## src/rtl/io_pkg.sv

```systemverilog
// Shared types and constants for the user input front-end.
package io_pkg;

  typedef enum logic [1:0] {
    EMPTY = 2'd0,
    ENTRY = 2'd1,
    HOLD  = 2'd2
  } state_t;

  localparam int BTN_ENTER  = 0;
  localparam int BTN_CLEAR  = 1;
  localparam int BTN_COMMIT = 2;
  localparam int BTN_CANCEL = 3;

  localparam int DIGIT_W = 4;

endpackage

```

## src/rtl/button_debounce.sv

```systemverilog
// One push button: two-flop synchronizer, stability counter and a
// registered rising-edge detect that yields a single-cycle press strobe.
module button_debounce #(
  parameter int DEBOUNCE_CYCLES = 200
) (
  input  logic CLK,
  input  logic nRST,
  input  logic btn,
  output logic press_pulse
);

  localparam int CNT_W = (DEBOUNCE_CYCLES > 1) ? $clog2(DEBOUNCE_CYCLES) : 1;
  localparam logic [CNT_W-1:0] CNT_LAST = CNT_W'(DEBOUNCE_CYCLES - 1);

  logic             sync_p0;
  logic             sync_p1;
  logic [CNT_W-1:0] cnt_p2;
  logic             level_p2;
  logic             level_p3;
  logic             pulse_p3;

  always_ff @(posedge CLK) begin
    if (!nRST) begin
      sync_p0  <= 1'b0;
      sync_p1  <= 1'b0;
      cnt_p2   <= '0;
      level_p2 <= 1'b0;
      level_p3 <= 1'b0;
      pulse_p3 <= 1'b0;
    end else begin
      // p0/p1: metastability synchronizer
      sync_p0 <= btn;
      sync_p1 <= sync_p0;
      // p2: accept a level change only after it has stayed stable
      if (sync_p1 != level_p2) begin
        if (cnt_p2 == CNT_LAST) begin
          level_p2 <= sync_p1;
          cnt_p2   <= '0;
        end else begin
          cnt_p2 <= cnt_p2 + 1'b1;
        end
      end else begin
        cnt_p2 <= '0;
      end
      // p3: rising edge of the debounced level
      level_p3 <= level_p2;
      pulse_p3 <= level_p2 & ~level_p3;
    end
  end

  assign press_pulse = pulse_p3;

endmodule

```

## src/rtl/user_input_capture.sv

```systemverilog
// Debounced button front-end that assembles switch nibbles into a 16-bit
// word and hands it to the control FSM over a Valid/Ack handshake.
module user_input_capture
  import io_pkg::*;
#(
  parameter int DEBOUNCE_CYCLES = 200,
  parameter int N_DIGITS        = 4
) (
  input  logic        CLK,
  input  logic        nRST,
  input  logic [3:0]  Slide_Switch,
  input  logic [3:0]  Button,
  input  logic        Ack,
  output logic [15:0] Data_Out,
  output logic [2:0]  Digit_Count,
  output logic        Valid,
  output logic [3:0]  Press_Pulse,
  output logic        Full
);

  logic [DIGIT_W-1:0] sw_p0;
  logic [DIGIT_W-1:0] sw_p1;
  state_t             state;
  state_t             state_n;
  logic [15:0]        data_n;
  logic [2:0]         count_n;

  for (genvar b = 0; b < 4; b++) begin : g_btn
    button_debounce #(
      .DEBOUNCE_CYCLES(DEBOUNCE_CYCLES)
    ) u_debounce (
      .CLK        (CLK),
      .nRST       (nRST),
      .btn        (Button[b]),
      .press_pulse(Press_Pulse[b])
    );
  end

  assign Full  = (Digit_Count == 3'(N_DIGITS));
  assign Valid = (state == HOLD);

  // Cancel beats commit beats clear beats enter; only the winner acts.
  always_comb begin
    state_n = state;
    data_n  = Data_Out;
    count_n = Digit_Count;
    case (state)
      EMPTY: begin
        if (Press_Pulse[BTN_ENTER] && !Press_Pulse[BTN_CLEAR] &&
            !Press_Pulse[BTN_COMMIT] && !Press_Pulse[BTN_CANCEL]) begin
          data_n  = {12'd0, sw_p1};
          count_n = 3'd1;
          state_n = ENTRY;
        end
      end
      ENTRY: begin
        if (Press_Pulse[BTN_CANCEL]) begin
          data_n  = '0;
          count_n = '0;
          state_n = EMPTY;
        end else if (Press_Pulse[BTN_COMMIT]) begin
          state_n = HOLD;
        end else if (Press_Pulse[BTN_CLEAR]) begin
          data_n  = {4'd0, Data_Out[15:4]};
          count_n = Digit_Count - 3'd1;
          if (Digit_Count == 3'd1) state_n = EMPTY;
        end else if (Press_Pulse[BTN_ENTER] && !Full) begin
          data_n  = {Data_Out[11:0], sw_p1};
          count_n = Digit_Count + 3'd1;
        end
      end
      HOLD: begin
        if (Ack || Press_Pulse[BTN_CANCEL]) begin
          data_n  = '0;
          count_n = '0;
          state_n = EMPTY;
        end
      end
      default: begin
        data_n  = '0;
        count_n = '0;
        state_n = EMPTY;
      end
    endcase
  end

  always_ff @(posedge CLK) begin
    if (!nRST) begin
      sw_p0       <= '0;
      sw_p1       <= '0;
      state       <= EMPTY;
      Data_Out    <= '0;
      Digit_Count <= '0;
    end else begin
      // p0/p1: switch synchronizer; switches are not debounced
      sw_p0       <= Slide_Switch;
      sw_p1       <= sw_p0;
      state       <= state_n;
      Data_Out    <= data_n;
      Digit_Count <= count_n;
    end
  end

endmodule

```

## config.mk

```make
export PLATFORM = sky130hd
export DESIGN_NAME = user_input_capture
export DESIGN_NICKNAME = d
export VERILOG_FILES = /design/src/rtl/io_pkg.sv /design/src/rtl/button_debounce.sv /design/src/rtl/user_input_capture.sv
export SDC_FILE = /design/constraint.sdc
export NUM_CORES = 1
export LEC_CHECK = 0
export CAP_MARGIN = 40
export CORE_AREA = 3 3 80 82
export CTS_BUF_LIST = sky130_fd_sc_hd__clkbuf_4 sky130_fd_sc_hd__clkbuf_8
export DETAILED_ROUTE_END_ITERATION = 10
export DIE_AREA = 0 0 83 85
export MAX_ROUTING_LAYER = met4
export PLACE_DENSITY = 0.89
export SYNTH_ARGS = -nofsm -noshare
export SYNTH_HDL_FRONTEND = slang
export SYNTH_SLANG_ARGS = --single-unit
```

## constraint.sdc

```tcl
create_clock -name CLK -period 4.7 [get_ports CLK]
set_input_delay 0.47 -clock CLK [delete_from_list [all_inputs] [get_ports CLK]]
set_output_delay 0.47 -clock CLK [all_outputs]
set_load 0.03 [all_outputs]
```

==> results.md, run 1 <==
* Antenna viol nets, final at 0
* CTS sink cnt at 81
* Vias in the first global route at 2335
* Seq/Total Area, Yosys at 47.13%
* Fin. Hold Viols at 0
* Final GP Congestion at 0.8567
* DRT Pass-1 Iters at 4
* Pleak at 1.567 nW
* Fin crit period at 2.570 ns
* Global route overflow at 0
* Core outline area at 5816 µm²
* Hold Path Sink: g_btn[2].u_debounce.press_pulse$_SDFF_PN0_
* Dpl cell area at 3749 µm²
* Yosys top cell by area: dfxtp_1
* Setup-failing EPs final at 0
* Cell variety after synth at 44
* Arrival time worst endpoint at 2.10 ns
* Hold Path Class: reg -> reg
* RSZ-0062 raised after global routing: false
* Die Wd at 83 µm
* Place WS at 2.209 ns
* First-pass GRT wire length at 10.40 mm
* # fillers at 444
* Worst R2R Path Depth at 4
* Initial antenna violation count at 0
* Share of cells above drive strength 1 at 9.794%
* Multi-input gate area at 1642 µm²
* CP bufs+invs at 1
* Synth Warn # at 0
* MaxCap Viol Count at 0
* Crit path kind: reg -> out
* Diode count at 0
* Max-slew violations at 0
* Combinational Power Share at 2.1%
* GRT Util Overall at 18.61%
* Post-CTS setup buffer count at 0
* Port buffer count at 35
* Fmax at 389.1 MHz
* Mapped Area at 3441 µm²
* Worst path top cell family by delay: flip-flops
* Final wirelength at 6.205 mm
* Peak supply drop at 199.6 µV
* Largest net degree at the start of global routing at 36
* DRT iter0 DRCs at 153
* Internal Power at 1.077 mW
* Power per cell area at 336.7 nW/µm²
* CTS Buf Count at 9
* Avg Vias per Cell at 5.296
* Cells after Synth at 358
* Avg Cell Area, Syn at 9.611 µm²
* IO Count at 36
* H-tree depth at 3
* Clock root cell: clkbuf_8
* CP Capture Type: output pin
* Switching portion of total power at 20.09%
* Post-DP HPWL at 4.308 mm
* Hold Path Stages at 1
* Vias at 2452
* DIE AREA at 7055 µm²
* Area Growth Syn to Fin at 16.29%
* Post_cts resized at 0
* CP max FO at 21
* Worst R2R End: Data_Out[6]$_SDFFE_PN0P_
* Final Skew at 0.004670 ns
* Synthesized Nets at 377
* Critical path, cell by cell: clkdlybuf4s50_1
* Most frequent cells in the layout: dfxtp_1, nor2_1, clkdlybuf4s50_1
* Nets@finish at 402
* NetSw at 270.7 µW
* Final worst slack at 2.130 ns
* Startpoint Class: flop
* Clock network fraction of total power at 46.3%
* Slew HR at 40.77%
* Post-synth top area share at 47.13%
* Synth top area cells: dfxtp_1, mux2i_1, xor2_1
* Max clock buf depth at 2
* R2R Setup Slk at 2.36 ns
* Num rows at 28
* Fin crit share at 54.68%
* Seq pwr share at 51.6%
* HP Start: g_btn[2].u_debounce.level_p3$_SDFF_PN0_
* Reg-to-Reg Start: g_btn[1].u_debounce.press_pulse$_SDFF_PN0_
* Worst EP required at 4.23 ns
* Clock slew at reported path FFs at 0.08 ns
* Status: completed
* CP max-delay cell: dfxtp_1
* Slowest Stage Delay on Critical Path at 0.91 ns
* FF+latch area at 1622 µm²
* Slew @ Worst Pin at 0.8872 ns
* Worst-skew pair later-pin latency at 0.35 ns
* Commonest non-fill, non-tap cell in the layout: dfxtp_1
* Flop and latch count out of synthesis at 81
* Starting Density at 59.17%
* Hold-fix buffers, CTS at 0
* Routed WL per cell at 13.40 µm
* Remaining DRCs at 0
* Final instance area at 4001 µm²
* Die Y at 85 µm
* Post-Route Setup TNS at 0 ns
* CTS tree: yes
==> per-stage QoR <==
stage               power (mW)  hold slack (ns)  std cells  utilization (%)
detailed placement      0.7399           0.3784        447            64.46
global route             1.394           0.3976        463            68.80
CTS                      1.356           0.3822        463            68.80
finish                   1.347           0.3830        463            68.80
global placement        0.7386           0.3714        447            64.46
floorplan               0.7279           0.3674        358                -
==> worst max-delay path by stage <==
| stage | from | end | depth (start not counted) |
|---|---|---|---|
| 2_1_floorplan | Digit_Count[0]$_SDFFE_PN0P_ | Data_Out[4]$_SDFFE_PN0P_ | 8 |
| 6_report | g_btn[1].u_debounce.press_pulse$_SDFF_PN0_ | Press_Pulse[1] | 1 |
| 3_3_place_gp | nRST | Digit_Count[2]$_SDFFE_PN0P_ | 5 |
| 5_1_grt | g_btn[1].u_debounce.press_pulse$_SDFF_PN0_ | Press_Pulse[1] | 1 |
| 3_5_place_dp | nRST | g_btn[2].u_debounce.cnt_p2[6]$_SDFF_PP0_ | 5 |
| 4_1_cts | g_btn[1].u_debounce.press_pulse$_SDFF_PN0_ | Press_Pulse[1] | 1 |
==> state kept, by name (all words and copies together) (netlist names), 3 cells and up <==
register                      count
g_btn.u_debounce.level_p3         4
Digit_Count                       3
g_btn.u_debounce.press_pulse      4
Data_Out                         16
g_btn.u_debounce.cnt_p2          32
sw_p1                             4
sw_p0                             4
g_btn.u_debounce.sync_p1          4
g_btn.u_debounce.sync_p0          4
g_btn.u_debounce.level_p2         4
==> Yosys cell counts (all sizes together) <==
library cell / n
a211oi: 1
a21boi: 4
a21oi: 2
a32o: 2
and2: 21
and3: 8
and4b: 1
and4bb: 1
buf: 12
clkbuf: 10
dfxtp: 81
ha: 8
inv: 9
mux2: 9
mux2i: 20
nand2: 34
nand2b: 4
nand3: 25
nand3b: 2
nand4b: 3
nor2: 38
nor2b: 9
nor3: 3
nor3b: 2
nor4: 2
nor4b: 2
o2111ai: 1
o21a: 1
o21ai: 6
o22ai: 1
o31a: 1
or2: 4
or3b: 1
or4: 1
xnor2: 8
xor2: 21
==> power groups by stage <==
stage	clock network, mW	registers, mW	logic (mW)
floorplan	0	0.711	0.0168
global placement	0	0.711	0.0272
detailed placement	0	0.712	0.0280
CTS	0.632	0.696	0.0283
global route	0.666	0.697	0.0311
finish	0.624	0.696	0.0280
==> per-layer routing <==
| metal | share of wire (%) | wire, µm | global-route usage, % | vias up |
|---|---|---|---|---|
| li1 | - | - | - | 1230 |
| met1 | 47 | 2887 | 21.75 | 1155 |
| met2 | 48 | 2962 | 29.37 | 55 |
| met3 | 4.2 | 262 | 5.534 | 12 |
| met4 | 1.5 | 92 | 9.064 | 0 |
| met5 | 0 | 0 | - | - |
==> layout make-up <==
cell class	instances	share of cell area [%]
Sequential cell	81	40.53
Inverter	9	0.8443
Clock buffer	10	3.440
Multi-Input combinational cell	246	41.03
Tap cell	75	2.345
Timing Repair Buffer	36	8.943
Clock inverter	6	2.877
==> cells by family (layout without fill, tap and decap cells) <==
logic type	Yosys count	count (layout)	synth area share, %
mux	29	29	8.764
flops	81	81	47.13
fa+ha+maj	8	8	2.909
xor+xnor	29	29	7.382
compound gates	19	19	4.073
buf+inv	31	61	5.164
simple gates	161	161	24.58
(Power assumes the default switching activity.)
==> run 2, diff against run 1 <==
--- a/config.mk
+++ b/config.mk
@@ -6,12 +6,12 @@
 export NUM_CORES = 1
 export LEC_CHECK = 0
 export CAP_MARGIN = 40
-export CORE_AREA = 3 3 80 82
+export CORE_AREA = 3 3 82 84
 export CTS_BUF_LIST = sky130_fd_sc_hd__clkbuf_4 sky130_fd_sc_hd__clkbuf_8
 export DETAILED_ROUTE_END_ITERATION = 10
-export DIE_AREA = 0 0 83 85
+export DIE_AREA = 0 0 85 87
 export MAX_ROUTING_LAYER = met4
-export PLACE_DENSITY = 0.89
+export PLACE_DENSITY = 0.86
 export SYNTH_ARGS = -nofsm -noshare
 export SYNTH_HDL_FRONTEND = slang
 export SYNTH_SLANG_ARGS = --single-unit
==> constraint.sdc (replaced) <==
create_clock -name CLK -period 2.41 [get_ports CLK]
set_input_delay 0.241 -clock CLK [delete_from_list [all_inputs] [get_ports CLK]]
set_output_delay 0.241 -clock CLK [all_outputs]
set_load 0.03 [all_outputs]
==> results.md, run 2 (same netlist as run 1, synthesis figures left out) <==
* Status: completed
* Most used cell, CP: inv_1
* Fin crit period at 2.045 ns
* RSZ-0062 raised after global routing: false
* Critical path, cell by cell: inv_1 > ha_1 > nand2_1 > inv_1 > clkdlybuf4s50_1
* Share of cells above drive strength 1 at 10.49%
* Remaining DRCs at 0
* Max-slew violations at 0
* Peak supply drop at 353.6 µV
* Slowest Stage Delay on Critical Path at 0.58 ns
* Port buffer count at 35
* CP max-delay cell: clkdlybuf4s50_1
* CP Capture Type: output pin
* Starting Density at 57.44%
* Regs by FF count: g_btn.u_debounce.cnt_p2 x32, Data_Out x16
* Fin. Hold Viols at 0
* CTS Buf Count at 9
* Commonest non-fill, non-tap cell in the layout: dfxtp_1
* Nets@finish at 405
* Max clock buf depth at 2
* Reg-to-Reg Start: state[0]$_SDFFE_PN0P_
* Diode count at 0
* Post-CTS setup buffer count at 0
* CTS tree: yes
* Setup-failing EPs final at 0
* Crit path kind: reg -> out
* Die Y at 87 µm
* MaxCap Viol Count at 0
* Avg Vias per Cell at 5.191
* Crit path launch: Digit_Count[0]$_SDFFE_PN0P_
* Routed WL per cell at 12.38 µm
* CTS sink cnt at 81
* Initial antenna violation count at 0
* DRT Pass-1 Iters at 4
* Slew HR at 58.96%
* Area Growth Syn to Fin at 15.49%
* Antenna viol nets, final at 0
* Total power at 2.334 mW
* Largest register FFs at 32
* DRT iter0 DRCs at 119
* Startpoint Class: flop
* Clock root cell: clkbuf_8
* Largest net degree at the start of global routing at 53
* Core outline area at 5991 µm²
* Vias in the first global route at 2218
* Post_cts resized at 0
* Largest Register: g_btn.u_debounce.cnt_p2
* IO Count at 36
* Slew @ Worst Pin at 0.6148 ns
* Final wirelength at 5.770 mm
* Worst EP required at 2.17 ns
* Pleak at 1.560 nW
* Arrival time worst endpoint at 1.80 ns
* Hold-fix buffers, CTS at 0
* HP Start: g_btn[1].u_debounce.level_p3$_SDFF_PN0_
* Hold Path Class: reg -> reg
* Fmax at 489.1 MHz
* Most frequent cells in the layout: dfxtp_1, nor2_1, clkdlybuf4s50_1
* DIE AREA at 7395 µm²
* Num rows at 28
* Power per cell area at 587.2 nW/µm²
* First-pass GRT wire length at 9.880 mm
* Post-DP HPWL at 4.117 mm
* Vias at 2419
* GRT Util Overall at 17.06%
* CP max FO at 6
* Global route overflow at 0
* Post-Route Setup TNS at 0 ns
* H-tree depth at 3
* Final GP Congestion at 0.8602
* Fin crit share at 84.84%
* Final Skew at 0.009780 ns
* Worst-skew pair later-pin latency at 0.34 ns
* Die Wd at 85 µm
* Clock slew at reported path FFs at 0.08 ns
## run 2: path summary, 6_finish.rpt
check,cells after the start,end,slack [ns]
max,5,Full,0.37
min,1,g_btn[1].u_debounce.press_pulse$_SDFF_PN0_,0.38
max reg2reg,5,Data_Out[11]$_SDFFE_PN0P_,0.53
min reg2reg,1,g_btn[1].u_debounce.press_pulse$_SDFF_PN0_,0.38
## run 2: metal layers
layer | share of wire, % | up-vias | global-route usage [%]
met3 | 5.2 | 7 | 4.541
met2 | 47 | 59 | 25.92
met5 | 0 | - | -
met4 | 1.4 | 0 | 7.050
li1 | - | 1244 | -
met1 | 47 | 1109 | 21.60
## run 2: worst max-delay path: cells and delay by family, from the launching register on
kind / cells / cell delay (ns)
buffers and inverters: 3 / 0.72
flip-flops: 1 / 0.43
adder cells (fa/ha/maj): 1 / 0.20
AND/OR/NAND/NOR: 1 / 0.10
## run 2: area by class of cell
class,count,area (µm²)
clock inverter,5,38.79
clock buffer,11,151.4
sequential,81,1622
tap,75,93.84
multi-input combinational,246,1642
timing repair buffer,39,392.9
inverter,9,33.78
fill,471,2017
## run 2: stage by stage
step                utilization, %  area [µm²]  setup WS, ns  hold slack (ns)  std cells
floorplan                        -        3441        0.5925           0.3674        358
global placement             63.16        3784        0.5773           0.3711        450
detailed placement           63.16        3784        0.5346           0.3770        450
global route                 66.33        3974        0.2708           0.4023        466
CTS                          66.33        3974        0.3533           0.3866        466
finish                       66.33        3974        0.3653           0.3830        466
## run 2: power breakdown
| group | leakage [nW] | internal [mW] | switching, mW |
|---|---|---|---|
| Clock | 0.0959 | 0.436 | 0.485 |
| Sequential | 0.656 | 1.35 | 0.00520 |
| Combinational | 0.808 | 0.0312 | 0.0244 |
